File: src/rtl/serial_pkg.sv
// rtl/serial_pkg.sv - shared state encoding and line levels for the serial frame transmitter
package serial_pkg;

    typedef enum logic [1:0] {
        IDLE  = 2'd0,
        START = 2'd1,
        DATA  = 2'd2,
        STOP  = 2'd3
    } state_t;

    localparam int   DEF_DATA_W = 8;

    localparam logic LINE_IDLE = 1'b1;
    localparam logic START_BIT = 1'b0;
    localparam logic STOP_BIT  = 1'b1;

endpackage

File: src/rtl/tx_shift_reg.sv
// rtl/tx_shift_reg.sv - negedge parallel-load shift-right register, LSB exposed for the serial line
module tx_shift_reg #(
    parameter int DATA_W = 8
) (
    input  logic              clock,
    input  logic              clear,
    input  logic              load,
    input  logic              shift_en,
    input  logic [DATA_W-1:0] din,
    output logic              lsb
);

    logic [DATA_W-1:0] shreg_q;
    logic [DATA_W-1:0] shreg_d;

    always_comb begin
        shreg_d = shreg_q;
        if (load) begin
            shreg_d = din;
        end else if (shift_en) begin
            shreg_d = {1'b0, shreg_q[DATA_W-1:1]};
        end
    end

    always_ff @(negedge clock) begin
        if (clear) begin
            shreg_q <= '0;
        end else begin
            shreg_q <= shreg_d;
        end
    end

    assign lsb = shreg_q[0];

endmodule

File: src/rtl/serial_frame_tx.sv
// rtl/serial_frame_tx.sv - start/data(LSB first)/stop frame transmitter with valid/ready load
module serial_frame_tx
    import serial_pkg::*;
#(
    parameter int DATA_W = DEF_DATA_W
) (
    input  logic              clock,
    input  logic              clear,
    input  logic [DATA_W-1:0] data_in,
    input  logic              load_valid,
    output logic              load_ready,
    output logic              serial_out,
    output logic              busy,
    output logic              done
);

    localparam int             CW       = $clog2(DATA_W + 1);
    localparam logic [CW-1:0]  CNT_LAST = CW'(DATA_W);

    state_t        state_q, state_d;
    logic [CW-1:0] cnt_q, cnt_d;
    logic          serial_q, serial_d;
    logic          ready_q, ready_d;
    logic          busy_q, busy_d;
    logic          done_q, done_d;
    logic          load_en, shift_en, sh_lsb;
    logic          accept;

    assign accept = (state_q == IDLE) && load_valid && ready_q;

    tx_shift_reg #(.DATA_W(DATA_W)) u_shreg (
        .clock    (clock),
        .clear    (clear),
        .load     (load_en),
        .shift_en (shift_en),
        .din      (data_in),
        .lsb      (sh_lsb)
    );

    always_ff @(negedge clock) begin
        if (clear) begin
            state_q <= IDLE;
        end else begin
            state_q <= state_d;
        end
    end

    always_comb begin
        state_d = state_q;
        case (state_q)
            IDLE:    if (accept) state_d = START;
            START:   state_d = DATA;
            DATA:    if (cnt_q >= CNT_LAST) state_d = STOP;
            STOP:    state_d = IDLE;
            default: state_d = IDLE;
        endcase
    end

    // Next values of the registered outputs; the line always comes from a flop.
    always_comb begin
        cnt_d    = cnt_q;
        serial_d = serial_q;
        ready_d  = ready_q;
        busy_d   = busy_q;
        done_d   = 1'b0;
        load_en  = 1'b0;
        shift_en = 1'b0;
        case (state_q)
            IDLE: begin
                serial_d = LINE_IDLE;
                ready_d  = 1'b1;
                busy_d   = 1'b0;
                if (accept) begin
                    load_en  = 1'b1;
                    serial_d = START_BIT;
                    ready_d  = 1'b0;
                    busy_d   = 1'b1;
                    cnt_d    = '0;
                end
            end
            START: begin
                serial_d = sh_lsb;
                shift_en = 1'b1;
                cnt_d    = CW'(1);
            end
            DATA: begin
                if (cnt_q < CNT_LAST) begin
                    serial_d = sh_lsb;
                    shift_en = 1'b1;
                    cnt_d    = cnt_q + CW'(1);
                end else begin
                    serial_d = STOP_BIT;
                end
            end
            STOP: begin
                serial_d = LINE_IDLE;
                ready_d  = 1'b1;
                busy_d   = 1'b0;
                done_d   = 1'b1;
            end
            default: begin
                serial_d = LINE_IDLE;
            end
        endcase
    end

    always_ff @(negedge clock) begin
        if (clear) begin
            cnt_q    <= '0;
            serial_q <= LINE_IDLE;
            ready_q  <= 1'b1;
            busy_q   <= 1'b0;
            done_q   <= 1'b0;
        end else begin
            cnt_q    <= cnt_d;
            serial_q <= serial_d;
            ready_q  <= ready_d;
            busy_q   <= busy_d;
            done_q   <= done_d;
        end
    end

    assign load_ready = ready_q;
    assign serial_out = serial_q;
    assign busy       = busy_q;
    assign done       = done_q;

endmodule
File: config.mk
export PLATFORM = sky130hd
export DESIGN_NAME = serial_frame_tx
export DESIGN_NICKNAME = d
export VERILOG_FILES = /design/src/rtl/serial_pkg.sv /design/src/rtl/tx_shift_reg.sv /design/src/rtl/serial_frame_tx.sv
export SDC_FILE = /design/constraint.sdc
export NUM_CORES = 1
export LEC_CHECK = 0
export CAP_MARGIN = 20
export CORE_UTILIZATION = 59
export CTS_CLUSTER_SIZE = 16
export DETAILED_ROUTE_END_ITERATION = 8
export DONT_BUFFER_PORTS = 1
export GPL_ROUTABILITY_DRIVEN = 0
export HOLD_SLACK_MARGIN = 0.15
export PLACE_DENSITY = 0.75
export SETUP_SLACK_MARGIN = 0.4
export SYNTH_ARGS = -nofsm -noshare
export SYNTH_HDL_FRONTEND = slang
export SYNTH_SLANG_ARGS = --single-unit
export TNS_END_PERCENT = 10
File: constraint.sdc
create_clock -name clock -period 2.35 [get_ports clock]
set_input_delay 0.47 -clock clock [delete_from_list [all_inputs] [get_ports clock]]
set_output_delay 0.47 -clock clock [all_outputs]
set_load 0.1 [all_outputs]
[Word level (Yosys, flattened, before mapping)]
Cells that the tools add are included.
Word-level totals
  logic and storage cells: 42
  input port bits: 11
  bits in registers: 18
Cells by class
  equality and inequality tests: 6
  magnitude comparators: 2
  $add $sub $neg: 1
  reduce and logical (&&, ||, !) cells: 8
  multiplexer cells: 18
Operators with widths (count)
  $mux 8: 2
  $pmux 4 s3: 1
  $mux 4: 2
  $pmux 2 s4: 1
  $mux 1: 6
  $ne 2x2->1 const B: 3
  $pmux 1 s2: 3
  $add 4x1->4 const B: 1
  $eq 2x2->1 const B: 2
  $ge 4x4->1 const B: 1
  $lt 4x4->1 const B: 1
  $mux 2: 2
  $pmux 1 s4: 1
  $reduce_bool 2->1: 2
  $reduce_and 3->1: 1
  $reduce_bool 3->1: 1
  $eq 2x1->1 const B: 1
  $logic_and 1x1->1: 2
  $logic_not 2->1: 1
  $reduce_and 2->1: 1

[Longest topological paths before layout]
  word-level depth: 6
  gate-level depth with buffers: 6
  mapped depth without buffers: 6

[Hierarchy]
Synthesis repeated with hierarchy kept, for this count alone.
Second synthesis, totals
  cell total of the unflattened synthesis: 103
  area total of the unflattened synthesis: 973.4 um^2
By module, submodules not included
  serial_frame_tx: area each 600.6 um^2, seq. area each 200.2 um^2, instances 1, cells each 67
  tx_shift_reg: area each 372.9 um^2, seq. area each 160.2 um^2, instances 1, cells each 36

==> flow_summary.json <==
{
  "outcome": "finished with violations",
  "violations": "setup timing",
  "critPathMaxFanout": 5,
  "final_max_slew_viol_count": 0,
  "critical_path_class": "reg -> out",
  "post_cts_buffers": 0,
  "dp.final_hpwl_microns": 1240,
  "p_leak_nw": 0.553,
  "slew_headroom_pct": 75.2,
  "firstDrtPassIters": 4,
  "grt_use_total_pct": 28.0,
  "vias_per_cell": 5.72,
  "multi_input_area_sq_um": 551,
  "drc": 0,
  "io_buffers": 0,
  "placed_cell_area_sq_um": 996,
  "cts_tree": "built",
  "syn-num-nets": 117,
  "rows": 13,
  "die-area_sq_mm": 0.00167,
  "die_w_microns": 40.9,
  "drive_above_1_share_pct": 22.1,
  "crit_path_end": "load_ready",
  "power_mw": 1.77,
  "antenna_found_initial": 0,
  "chipHeight_microns": 40.9,
  "synth_ff_type": "dfxtp_1",
  "tns_ns": -0.740,
  "worst_ep_required_time_ns": 1.88,
  "clockRootBuffer": "clkbuf_4",
  "start_util_pct": 66.0,
  "grt_pass1_wl_microns": 2900,
  "dr_total_vias": 783,
  "vdd_drop_max_mv": 1.24,
  "ys_ff_latch": 18,
  "io_pins": 15,
  "power_density_mw_per_mm2": 1540,
  "synth_top_area_share_pct": 40.4,
  "avgSynthCellArea_sq_um": 9.09,
  "synth_most_common_cell": "dfxtp_1",
  "num-nets-final": 142,
  "synth.distinct_cells": 26,
  "synthTopCellsByArea": "dfxtp_1, ha_1, mux2i_1",
  "skew_ns": 0.0272,
  "drt_iter0_drc": 18,
  "regToRegStartpoint": "state_q[0]",
  "worstReg2RegEnd": "cnt_q[2]",
  "cp.arrival_ns": 2.11,
  "grt_overflow": 0,
  "grt_pass1_vias": 713,
  "h-tree-depth": 1,
  "finalHoldViolCount": 0,
  "hold_path.class": "reg -> reg",
  "drv_cap": 0,
  "synth-edff-count": 0,
  "ff2ff_setup_slack_ns": 0.48,
  "grt_start_max_net_pins": 19,
  "worstSkewPairLatency_ns": 0.39,
  "cts.hold.buffers_added": 0,
  "fin_util_pct": 85.1,
  "core_sq_mm": 0.00135,
  "area_growth_pct": 28.9,
  "nFillCells": 71,
  "cp-end-kind": "output port",
  "setup_ws_ns": -0.228,
  "synth_area_leader_cell": "dfxtp_1",
  "reg2reg_depth": 5,
  "yosys_warnings": 0,
  "diodes": 0,
  "cts_num_sinks": 18,
  "finalSetupViolations": 4,
  "startpoint": "load_ready",
  "wl_microns": 2130,
  "postRouteAntennaNets": 0,
  "clkSlewWorstSetupHoldPaths_ns": 0.06,
  "final_area_sq_mm": 0.00115,
  "cp_num_cells": 0,
  "yosys-top-cells-count": "dfxtp_1, nor2_1, ha_1, a211oi_1, mux2i_1",
  "critical_path.startpoint_type": "flip-flop",
  "cts_buffer_depth": 2,
  "async_reset_ff_share_pct": 0,
  "cts_buffers": 3,
  "seq_area_frac_synth_pct": 40.4,
  "synthCells": 98,
  "wire_per_inst_microns": 15.5,
  "rsz0062_at_grt": "yes",
  "seq_area_sq_um": 368,
  "syn_area_sq_um": 891,
  "tightest_slew_ns": 0.372
}
-- metal layers --
metal | up-vias | part of all wire [%] | track usage [%]
met5 | - | 0 | 0
met3 | 2 | 5.7 | 14.1
met4 | 0 | 0.80 | 16.7
met2 | 33 | 53 | 45.7
li1 | 394 | - | -
met1 | 354 | 41 | 28.1
-- timing repair --
item | 4_1_cts | 5_1_grt
setup endpoints to repair | 10 | 20
endpoints found under the hold margin | 0 | 0
pin swaps | 7 | 4
gates resized for setup | 7 | 9
-- sequential cells by signal (all words and copies together) (netlist names) --
name	cells
serial_out	1
state_q	2
done	1
u_shreg.shreg_q	8
busy	1
cnt_q	4
load_ready	1
-- power by group --
group	switching, mW	leakage, nW	internal [mW]	total (mW)
clock network	0.191	0.110	0.102	0.294
registers	0.136	0.148	0.418	0.554
logic	0.527	0.295	0.393	0.920
-- stage by stage --
step	setup WS, ns	hold slack (ns)	instances
after detailed placement	-0.312	0.457	116
after floorplan	-0.302	0.447	98
after global placement	-0.255	0.451	116
after CTS	-0.236	0.463	137
after global routing	-0.255	0.503	137
final	-0.228	0.463	137
-- cell usage in the layout (no fill, tap or decap), drive strengths merged --
master	n
a21o	2
nor2	12
inv	23
a21oi	6
a211o	2
ha	8
mux2	1
clkinvlp	1
nand2b	1
a211oi	7
nand4	1
mux2i	7
nand4b	1
dfxtp	18
nor2b	1
or3b	1
or3	1
nand3	3
buf	7
a21boi	1
a31oi	1
nand2	5
a41oi	1
nor3	4
o21ai	3
clkbuf	3
or4b	1
-- layout make-up --
type | instances | share of cell area (%)
Sequential cell | 18 | 32.0
Tap cell | 15 | 1.63
Clock buffer | 3 | 1.96
Inverter | 5 | 1.63
Timing Repair Buffer | 7 | 8.50
Multi-Input combinational cell | 70 | 47.9
Clock inverter | 19 | 6.32
-- logic make-up after synthesis --
| kind of cell | count (synthesis) | synth area share [%] |
|---|---|---|
| simple gates | 31 | 17.0 |
| buf+inv | 10 | 4.21 |
| mux | 8 | 9.13 |
| compound gates | 23 | 18.0 |
| flops | 18 | 40.4 |
| fa+ha+maj | 8 | 11.2 |
-- worst min path at each step --
stage                                    end  slack [ns]  cells past startpoint                from
after floorplan           u_shreg.shreg_q[7]        0.45                      2  u_shreg.shreg_q[7]
after detailed placement  u_shreg.shreg_q[7]        0.46                      2  u_shreg.shreg_q[7]
after global routing      u_shreg.shreg_q[7]        0.50                      2  u_shreg.shreg_q[7]
final                     u_shreg.shreg_q[7]        0.46                      2  u_shreg.shreg_q[7]
after global placement    u_shreg.shreg_q[7]        0.45                      2  u_shreg.shreg_q[7]
after CTS                 u_shreg.shreg_q[7]        0.46                      2  u_shreg.shreg_q[7]
Note: power is estimated with default switching activity, not from simulation.
==> RTL edit 1: new RTL, same settings <==
Change the package constant `DEF_DATA_W` from 8 to 16.
--- a/src/rtl/serial_pkg.sv
+++ b/src/rtl/serial_pkg.sv
@@ -10,3 +10,3 @@
 
-    localparam int   DEF_DATA_W = 8;
+    localparam int   DEF_DATA_W = 16;
 
Ports: changed (resized data_in); port bits go from 15 to 23. No check against the original RTL was run, so the function may have changed too.
==> RTL edit 1 against the original RTL <==
Setup slack improved by 0.021 ns. Cell count is 44% higher. Largest cell class unchanged. Final area up 41%. First-iteration DRC count down 17%. Clock skew shrank 0.0064 ns. Non-clock buffer count rose by 1. Synthesized area grew 46%. Die area increased by 43%. Combinational power increased by 20%. Sequential cell count rose by 9. Wire length grew 47%. Clock power rose by 32%. The run still ends with setup timing left. Total power is 24% higher.
==> RTL edit 1: results (changes against the original RTL) <==
Run status: finished with violations
Failing checks: setup timing
Iter 0 DRT Violations: 15 (-3)
Top Registers: u_shreg.shreg_q (16), cnt_q (5), state_q (2)
Dpl ws: -0.223 ns (+0.0892 ns)
Largest cells by area after synthesis: dfxtp_1, mux2i_1, a211oi_1
Synth Area in Adders: 0.0676 (-0.0448)
Post-layout nets: 197 (+39%)
Worst VDD drop: 840 uV (-32%)
Vias/cell: 5.88 (+2.9%)
Met2 usage: 0.470 (+0.0129)
Setup_tns: -0.805 ns (-0.0650 ns)
Gate Count Post-Synth: 139 (+42%)
M1 WL: 1290 um (+49%)
Largest net degree at the start of global routing: 33 (+14)
Clock Skew: 0.0208 ns (-0.00638 ns)
Met3 Resource Use GR: 0.134 (-0.00735)
DR WL/cell: 15.9 um (+2.4%)
Final WL: 3130 um (+47%)
DP Area: 1420 sq um (+43%)
DP HPWL: 1830 um (+48%)
Cell variety after synth: 27 (+3.8%)
Fillers: 123 (+73%)
Mux cell area share after synthesis: 0.116 (+0.0245)
Post-synth top cells: dfxtp_1, nor2_1, a211oi_1, mux2i_1, a21oi_1
Crit-path max FO: 1 (-4)
Vias in the first global route: 1219 (+71%)
CP Data Arrival Time: 2.09 ns (-0.02 ns)
Seq/Total Area, Yosys: 0.417 (+0.0125)
Share of post-route cells with drive strength above 1: 0.188 (-0.0331)
Met3 WL: 203 um (+66%)
First-pass GRT wire length: 4950 um (+71%)
Worst-margin pin slew: 0.329 ns (-0.0428 ns)
Compound-Gate Fraction of Synth Area: 0.194 (+0.0142)
Total nets after synthesis: 165 (+41%)
Setup ws final: -0.207 ns (+0.0211 ns)
Leakage: 0.800 nW (+45%)
Setup-failing EPs final: 4 (unchanged)
GRT met1 Usage: 0.271 (-0.00982)
## RTL edit 1: cell count changes after synthesis, moves of 2 or more
cell | unedited run | this run
mux2i_1 | 7 | 15
a211oi_1 | 7 | 15
a21oi_1 | 6 | 8
o21ai_0 | 2 | 5
dfxtp_1 | 18 | 27
nor2_1 | 12 | 20
## RTL edit 1: worst paths after layout
path | start | to | slack (ns) | cells past startpoint
setup / recovery | done$_SDFF_NP0_ | done | -0.21 | 1
hold reg to reg | u_shreg.shreg_q[15]$_SDFFE_NP0P_ | u_shreg.shreg_q[15]$_SDFFE_NP0P_ | 0.48 | 2
setup reg to reg | state_q[0]$_SDFFE_NP0P_ | u_shreg.shreg_q[0]$_SDFFE_NP0P_ | 0.41 | 7
hold / removal | u_shreg.shreg_q[15]$_SDFFE_NP0P_ | u_shreg.shreg_q[15]$_SDFFE_NP0P_ | 0.48 | 2
## RTL edit 1: area by class of cell
cell class	count	area, sq um	area share
Clock inverter	28	105	0.0651
Multi-Input combinational cell	100	766	0.474
Tap cell	27	33.8	0.0209
Timing Repair Buffer	8	126	0.0783
Clock buffer	3	22.5	0.0140
Sequential cell	27	546	0.338
Inverter	4	15.0	0.00930
## RTL edit 1: report_power, final
group | internal [W] | switching (W) | leakage [nW]
registers | 0.000607 | 0.0000944 | 0.222
logic | 0.000461 | 0.000641 | 0.415
clock network | 0.000122 | 0.000265 | 0.163
total | 0.00119 | 0.00100 | 0.800
## RTL edit 1: what timing repair did
item / 4_1_cts / 5_1_grt
gates resized for setup: 4 / 11
pin swaps: 9 / 9
endpoints found under the setup margin: 12 / 20
==> RTL edit 2: new RTL, same flow settings <==
Made on the original files. Encoding of `state_t`: now Gray code (2 bits for 4 states).
--- a/src/rtl/serial_pkg.sv
+++ b/src/rtl/serial_pkg.sv
@@ -4,6 +4,6 @@
     typedef enum logic [1:0] {
-        IDLE  = 2'd0,
-        START = 2'd1,
-        DATA  = 2'd2,
-        STOP  = 2'd3
+        IDLE  = 2'b00,
+        START = 2'b01,
+        DATA  = 2'b11,
+        STOP  = 2'b10
     } state_t;
Function: same outputs for any inputs over 10 cycles, from zero or initial values; not proved beyond that.
==> RTL edit 2 against the original RTL <==
The run still ends with setup timing left. Synthesized area shrank 12%. Sequential cell count did not move. Wire length down 26%. Setup slack improved by 0.052 ns. Final area is 19% lower. Core utilization down 5.8 points. Critical path type unchanged.
Power is not compared: it rests on default switching activity, and its combinational part moved more than twofold at a synthesized area within 25%.
==> RTL edit 2: results (changes against the original RTL) <==
Run status: finished with violations
Failing checks: setup timing
Total nets after synthesis: 97 (-17%)
Worst-path clk slew: 0.04 ns (-0.02 ns)
Post-synth top cells: dfxtp_1, inv_1, a211oi_1
GRT met1 Usage: 0.299 (+0.0183)
Largest cells by area after synthesis: dfxtp_1, a211oi_1, inv_1
Compound-Gate Fraction of Synth Area: 0.211 (+0.0317)
Seq/Total Area, Yosys: 0.458 (+0.0534)
Vias/cell: 5.66 (-1.0%)
End of the worst hold path: u_shreg.shreg_q[3]$_SDFFE_NP0P_
Vias in the first global route: 636 (-11%)
DP Area: 831 sq um (-17%)
Setup-failing EPs final: 4 (unchanged)
Worst-margin pin slew: 0.341 ns (-0.0305 ns)
Iter 0 DRT Violations: 23 (+5)
RR Endpoint: serial_out$_SDFF_NP1_
Synth Area in Adders: 0.0318 (-0.0806)
Largest net degree at the start of global routing: 18 (-1)
Clock Latency Late Sink: 0.37 ns (-0.02 ns)
Dpl ws: 0.0586 ns (+0.370 ns)
# placed instances: 96 (-17%)
Setup ws final: -0.176 ns (+0.0524 ns)
First-pass GRT wire length: 2570 um (-11%)
Reg-to-reg slack, setup: 0.89 ns (+0.41 ns)
Met3 WL: 81 um (-34%)
All-layer global routing usage: 0.255 (-0.0243)
==> RTL edit 2: worst max-delay path by stage <==
stage,start,end,slack [ns],depth (start not counted)
after global placement,load_valid,u_shreg.shreg_q[1]$_SDFFE_NP0P_,0.07,3
after detailed placement,load_valid,u_shreg.shreg_q[3]$_SDFFE_NP0P_,0.06,3
after CTS,busy$_SDFFE_NP0P_,busy,-0.19,0
after global routing,load_ready$_SDFFE_NP1P_,load_ready,-0.21,1
final,busy$_SDFFE_NP0P_,busy,-0.18,0
after floorplan,load_valid,serial_out$_SDFF_NP1_,-0.07,4
==> RTL edit 2: area by class of cell <==
type                    instances  area, sq um
well taps                      14         17.5
flip-flops and latches         18          368
inverters                       8         30.0
repair buffers                  4         67.6
clock inverters                19         72.6
multi-input cells              51          350
fillers                        82          243
clock buffers                   3         22.5
==> RTL edit 2: timing repair <==
item                                    4_1_cts  5_1_grt
endpoints found under the setup margin        4       10
hold buffers                                  0        0
endpoints found under the hold margin         0        0
pin swaps                                     0        1
gates resized for setup                       0        1
